## config.mk

```make
export PLATFORM = sky130hd
export DESIGN_NAME = timer_mm_ss
export DESIGN_NICKNAME = d
export VERILOG_FILES = /design/src/rtl/timer_mm_ss.sv
export SDC_FILE = /design/constraint.sdc
export NUM_CORES = 1
export LEC_CHECK = 0
export CAP_MARGIN = 20
export CORE_ASPECT_RATIO = 1.25
export CORE_MARGIN = 5
export CORE_UTILIZATION = 40
export CTS_CLUSTER_SIZE = 10
export DETAILED_ROUTE_END_ITERATION = 10
export DONT_BUFFER_PORTS = 1
export SLEW_MARGIN = 20
export SYNTH_ARGS = -nofsm -noshare
export SYNTH_HDL_FRONTEND = slang
export SYNTH_SLANG_ARGS = --single-unit
```

## constraint.sdc

```tcl
create_clock -name clk -period 2.22 [get_ports clk]
set_input_delay 0.333 -clock clk [delete_from_list [all_inputs] [get_ports clk]]
set_output_delay 0.333 -clock clk [all_outputs]
set_load 0.005 [all_outputs]
```

## src/rtl/timer_mm_ss.sv

```systemverilog
// Down-counting M:SS timer: serial BCD keypad entry in IDLE, countdown on a 1 Hz enable,
// and pause/resume/cancel control with a fixed-length completion pulse.
module timer_mm_ss #(
  parameter int DONE_CYCLES = 4
) (
  input  logic       clk,
  input  logic       clearn,
  input  logic [3:0] data,
  input  logic       load,
  input  logic       en,
  input  logic       start,
  input  logic       stop,
  output logic [3:0] min_ones,
  output logic [3:0] sec_tens,
  output logic [3:0] sec_ones,
  output logic       running,
  output logic       paused,
  output logic       done,
  output logic       tc
);

  localparam int CW = (DONE_CYCLES > 1) ? $clog2(DONE_CYCLES) : 1;

  typedef enum logic [1:0] {S_IDLE, S_RUN, S_PAUSE, S_DONE} state_t;

  state_t        state;
  state_t        next_state;
  logic [CW-1:0] done_cnt;
  logic          entry_ok;
  logic          at_one;
  logic          running_d;
  logic          paused_d;
  logic          done_d;

  assign tc       = (min_ones == 4'd0) && (sec_tens == 4'd0) && (sec_ones == 4'd0);
  assign entry_ok = load && (data <= 4'd9);
  assign at_one   = (min_ones == 4'd0) && (sec_tens == 4'd0) && (sec_ones == 4'd1);

  always_ff @(posedge clk or negedge clearn) begin
    if (!clearn) begin
      state    <= S_IDLE;
      running  <= 1'b0;
      paused   <= 1'b0;
      done     <= 1'b0;
    end else begin
      state    <= next_state;
      running  <= running_d;
      paused   <= paused_d;
      done     <= done_d;
    end
  end

  // In IDLE a valid digit load or a clear both take priority over start.
  always_comb begin
    next_state = state;
    case (state)
      S_IDLE:  if (!entry_ok && !stop && start && !tc) next_state = S_RUN;
      S_RUN: begin
        if (stop)              next_state = S_PAUSE;
        else if (en && at_one) next_state = S_DONE;
      end
      S_PAUSE: begin
        if (stop)       next_state = S_IDLE;
        else if (start) next_state = S_RUN;
      end
      S_DONE:  if (done_cnt == CW'(DONE_CYCLES - 1)) next_state = S_IDLE;
      default: next_state = S_IDLE;
    endcase
  end

  always_comb begin
    running_d = (next_state == S_RUN);
    paused_d  = (next_state == S_PAUSE);
    done_d    = (next_state == S_DONE);
  end

  always_ff @(posedge clk or negedge clearn) begin
    if (!clearn)              done_cnt <= '0;
    else if (state != S_DONE) done_cnt <= '0;
    else                      done_cnt <= done_cnt + 1'b1;
  end

  // Digit datapath: shift-in entry, clear, and decrement with borrow across the seconds digits.
  always_ff @(posedge clk or negedge clearn) begin
    if (!clearn) begin
      min_ones <= 4'd0;
      sec_tens <= 4'd0;
      sec_ones <= 4'd0;
    end else begin
      case (state)
        S_IDLE: begin
          if (entry_ok) begin
            min_ones <= sec_tens;
            sec_tens <= (sec_ones > 4'd5) ? 4'd5 : sec_ones;
            sec_ones <= data;
          end else if (stop) begin
            min_ones <= 4'd0;
            sec_tens <= 4'd0;
            sec_ones <= 4'd0;
          end
        end
        S_RUN: begin
          if (!stop && en) begin
            if (sec_ones != 4'd0) begin
              sec_ones <= sec_ones - 4'd1;
            end else begin
              sec_ones <= 4'd9;
              if (sec_tens != 4'd0) begin
                sec_tens <= sec_tens - 4'd1;
              end else begin
                sec_tens <= 4'd5;
                min_ones <= min_ones - 4'd1;
              end
            end
          end
        end
        S_PAUSE: begin
          if (stop) begin
            min_ones <= 4'd0;
            sec_tens <= 4'd0;
            sec_ones <= 4'd0;
          end
        end
        default: begin
        end
      endcase
    end
  end

endmodule

```

==> impl_metrics.json <==
{
  "pre_cts_ws_ps": 44.21,
  "grt_overflow": 0,
  "syn_inst": 146,
  "setup_viol": 0,
  "initial_core_util_pct": 41.79,
  "worst_slew_pin_slew_ps": 907.2,
  "fin_worst_skew_ps": 5.578,
  "slew_violations": 0,
  "p_leak_nw": 0.6955,
  "relSlewSlack_pct": 39.32,
  "die_height_um": 75.17,
  "cp_slowest_stage_delay_ps": 560,
  "syn-cell-area_sq_mm": 0.001359,
  "ant_nets": 0,
  "diodes": 0,
  "synth_top_family_by_area": "compound AO/OA/AOI/OAI gates",
  "die_x_um": 62.13,
  "fmax_mhz": 466.8,
  "clk_pin_slew_ps": 80,
  "synth_area_leaders": "dfrtp_1 35%, ha_1 9.2%, o2bb2ai_1 4.5%, a21oi_1 3.3%, o31ai_1 3.3%",
  "avgRoutedWirePerCell_um": 18.20,
  "max_cap_violations": 0,
  "drc": 0,
  "synthAdderAreaFrac_pct": 9.208,
  "synthXorXnorAreaFrac_pct": 0,
  "syn_to_final_growth_pct": 19.15,
  "synthTopCellsByCount": "19 x dfrtp_1, 11 x inv_1, 10 x ha_1",
  "worstSetupPathType": "reg -> reg",
  "ios": 26,
  "cts_tree": "done",
  "synth-seq-cells": 19,
  "period_needed_ps": 2142,
  "ir_worst_vdd_mv": 0.6215,
  "drive_gt1_share_pct": 21.82,
  "rows": 23,
  "syn_avg_cell_area_sq_um": 9.307,
  "synth_nets": 166,
  "cts_root_buf": "clkbuf_8",
  "min_path_type": "in -> reg",
  "grt_pass1_wl_um": 6120,
  "path_max_fanout": 4,
  "synth_warnings": 0,
  "final_nets": 186,
  "end_kind": "flip-flop",
  "clk_path_buf_depth": 2,
  "yosysTopAreaCellShare_pct": 34.99,
  "routed_wirelength_um": 3677,
  "vias_per_cell": 6.262,
  "synth-edff-count": 0,
  "drt-initial-drc-count": 34,
  "ys_seq_area_share_pct": 34.99,
  "setup_slack_ps": 77.83,
  "final_hold_viol_count": 0,
  "p_total_mw": 2.298,
  "grtUsageTotal_pct": 15.97,
  "synth_cell_types": 51,
  "core-area_sq_mm": 0.003252,
  "cts_made_buffers": 3,
  "vias": 1265,
  "status": "finished, final reports clean",
  "grt_max_degree": 20,
  "cts_sinks": 19,
  "netlist.top_cell.by_area": "dfrtp_1",
  "synth-async-reset-ratio_pct": 100.0,
  "antenna_found_initial": 0,
  "required_ps": 2390,
  "worstPathCellList": "inv_2 -> ha_2 -> or3b_4 -> or4_4 -> o211a_4 -> a211oi_2",
  "synth_compound_area_share_pct": 31.77,
  "worstSkewPairLatency_ps": 250,
  "critPathLaunchType": "flip-flop",
  "yosys_most_used_dff": "dfrtp_1",
  "timing.final.crit_share_pct": 96.49,
  "drtPass1Iterations": 4,
  "synth_mux_area_share_pct": 0.7366,
  "gp_congestion": 0.8445,
  "dp_hpwl_um": 2803,
  "tns_ps": 0,
  "cp_slowest_cell": "or4_4",
  "dieArea_sq_mm": 0.004670,
  "port_buffers": 0,
  "cellPowerDensity_mw_per_mm2": 1419,
  "yosysMostFrequentCell": "dfrtp_1",
  "cts-htree-levels": 1,
  "rsz0062_at_grt": "no",
  "yosys.area_share.simple_pct": 19.43,
  "first_global_vias": 1333,
  "cp_data_arrival_time_ps": 2310,
  "filler_cell_count": 323
}
==> through the flow <==
stage          hold WS (ps)  util [%]  instances  area, sq um
4_1_cts               290.4     48.25        200         1569
6_report              288.0     49.79        202         1619
3_5_place_dp          38.03     46.33        195         1506
2_1_floorplan         37.41         -        146         1359
5_1_grt               300.3     49.79        202         1619
3_3_place_gp          38.07     46.33        195         1506
==> layout by cell type, fill, tap and decap left out, types with 2 or more instances in the layout <==
master / n
a31oi_1: 2
clkbuf_8: 3
a211oi_2: 2
and2_1: 2
buf_4: 17
o2bb2ai_1: 7
ha_1: 8
nand2_1: 8
or3b_4: 3
o211ai_1: 3
a21oi_1: 9
a21o_1: 2
or2_2: 2
a221o_1: 2
dfrtp_1: 19
nor2b_1: 3
o21ai_0: 4
nor3b_1: 4
a32oi_1: 2
inv_1: 10
o31ai_1: 6
a22oi_1: 3
ha_2: 2
nand2b_1: 3
nor2_1: 6
nand3_1: 4
==> registers in the layout, summed over array words and instances (netlist names) <==
name      flops
done          1
state         2
min_ones      4
paused        1
done_cnt      2
sec_tens      4
sec_ones      4
running       1
==> power breakdown <==
| part | switching, mW | internal [mW] |
|---|---|---|
| Clock | 0.116 | 0.128 |
| Combinational | 0.807 | 0.690 |
| Sequential | 0.0980 | 0.459 |
==> layer usage <==
metal / up-vias / global-route usage, % / share of wire [%]
met5: - / 0 / 0
met4: 0 / 3.614 / 0.87
met3: 4 / 3.433 / 5.5
met2: 31 / 31.34 / 52
met1: 626 / 17.56 / 42
li1: 604 / - / -
==> cells by family after synthesis <==
logic type	Yosys count
AO/OA/AOI/OAI	57
AND/OR/NAND/NOR	45
flip-flops	19
buffers and inverters	14
adder cells (fa/ha/maj)	10
multiplexers	1
==> cell type report <==
class	count	area [sq um]	share of cell area [%]
multi-input cells	113	873.3	53.94
flip-flops and latches	19	475.5	29.37
repair buffers	18	137.6	8.501
well taps	37	46.29	2.859
clock buffers	4	45.04	2.782
inverters	11	41.29	2.550
==> what timing repair did <==
item	CTS	global route
resized for setup	2	9
hold buffers	1	0
cloned	0	0
setup buffers	0	2
setup endpoints to repair	1	5
pin swaps	0	1
hold endpoints to repair	19	0
==> worst max-delay path, delay by kind of cell (launching register included) <==
| family | cells | cell delay [ps] |
|---|---|---|
| buf+inv | 1 | 80 |
| simple gates | 2 | 980 |
| fa+ha+maj | 1 | 180 |
| flops | 1 | 400 |
| compound gates | 2 | 420 |
==> path summary, 6_finish.rpt <==
kind,start,to,slack (ps),cells after the start
max,sec_tens[0]$_DFFE_PN0P_,done$_DFF_PN0_,80,6
max reg2reg,sec_tens[0]$_DFFE_PN0P_,done$_DFF_PN0_,80,6
min reg2reg,done_cnt[0]$_DFF_PN0_,done_cnt[0]$_DFF_PN0_,440,1
max in group asynchronous,clearn,sec_ones[1]$_DFFE_PN0P_,1010,1
min,data[2],sec_ones[2]$_DFFE_PN0P_,290,2
min in group asynchronous,clearn,state[0]$_DFF_PN0_,650,1
Power figures use the tool's default switching activity.
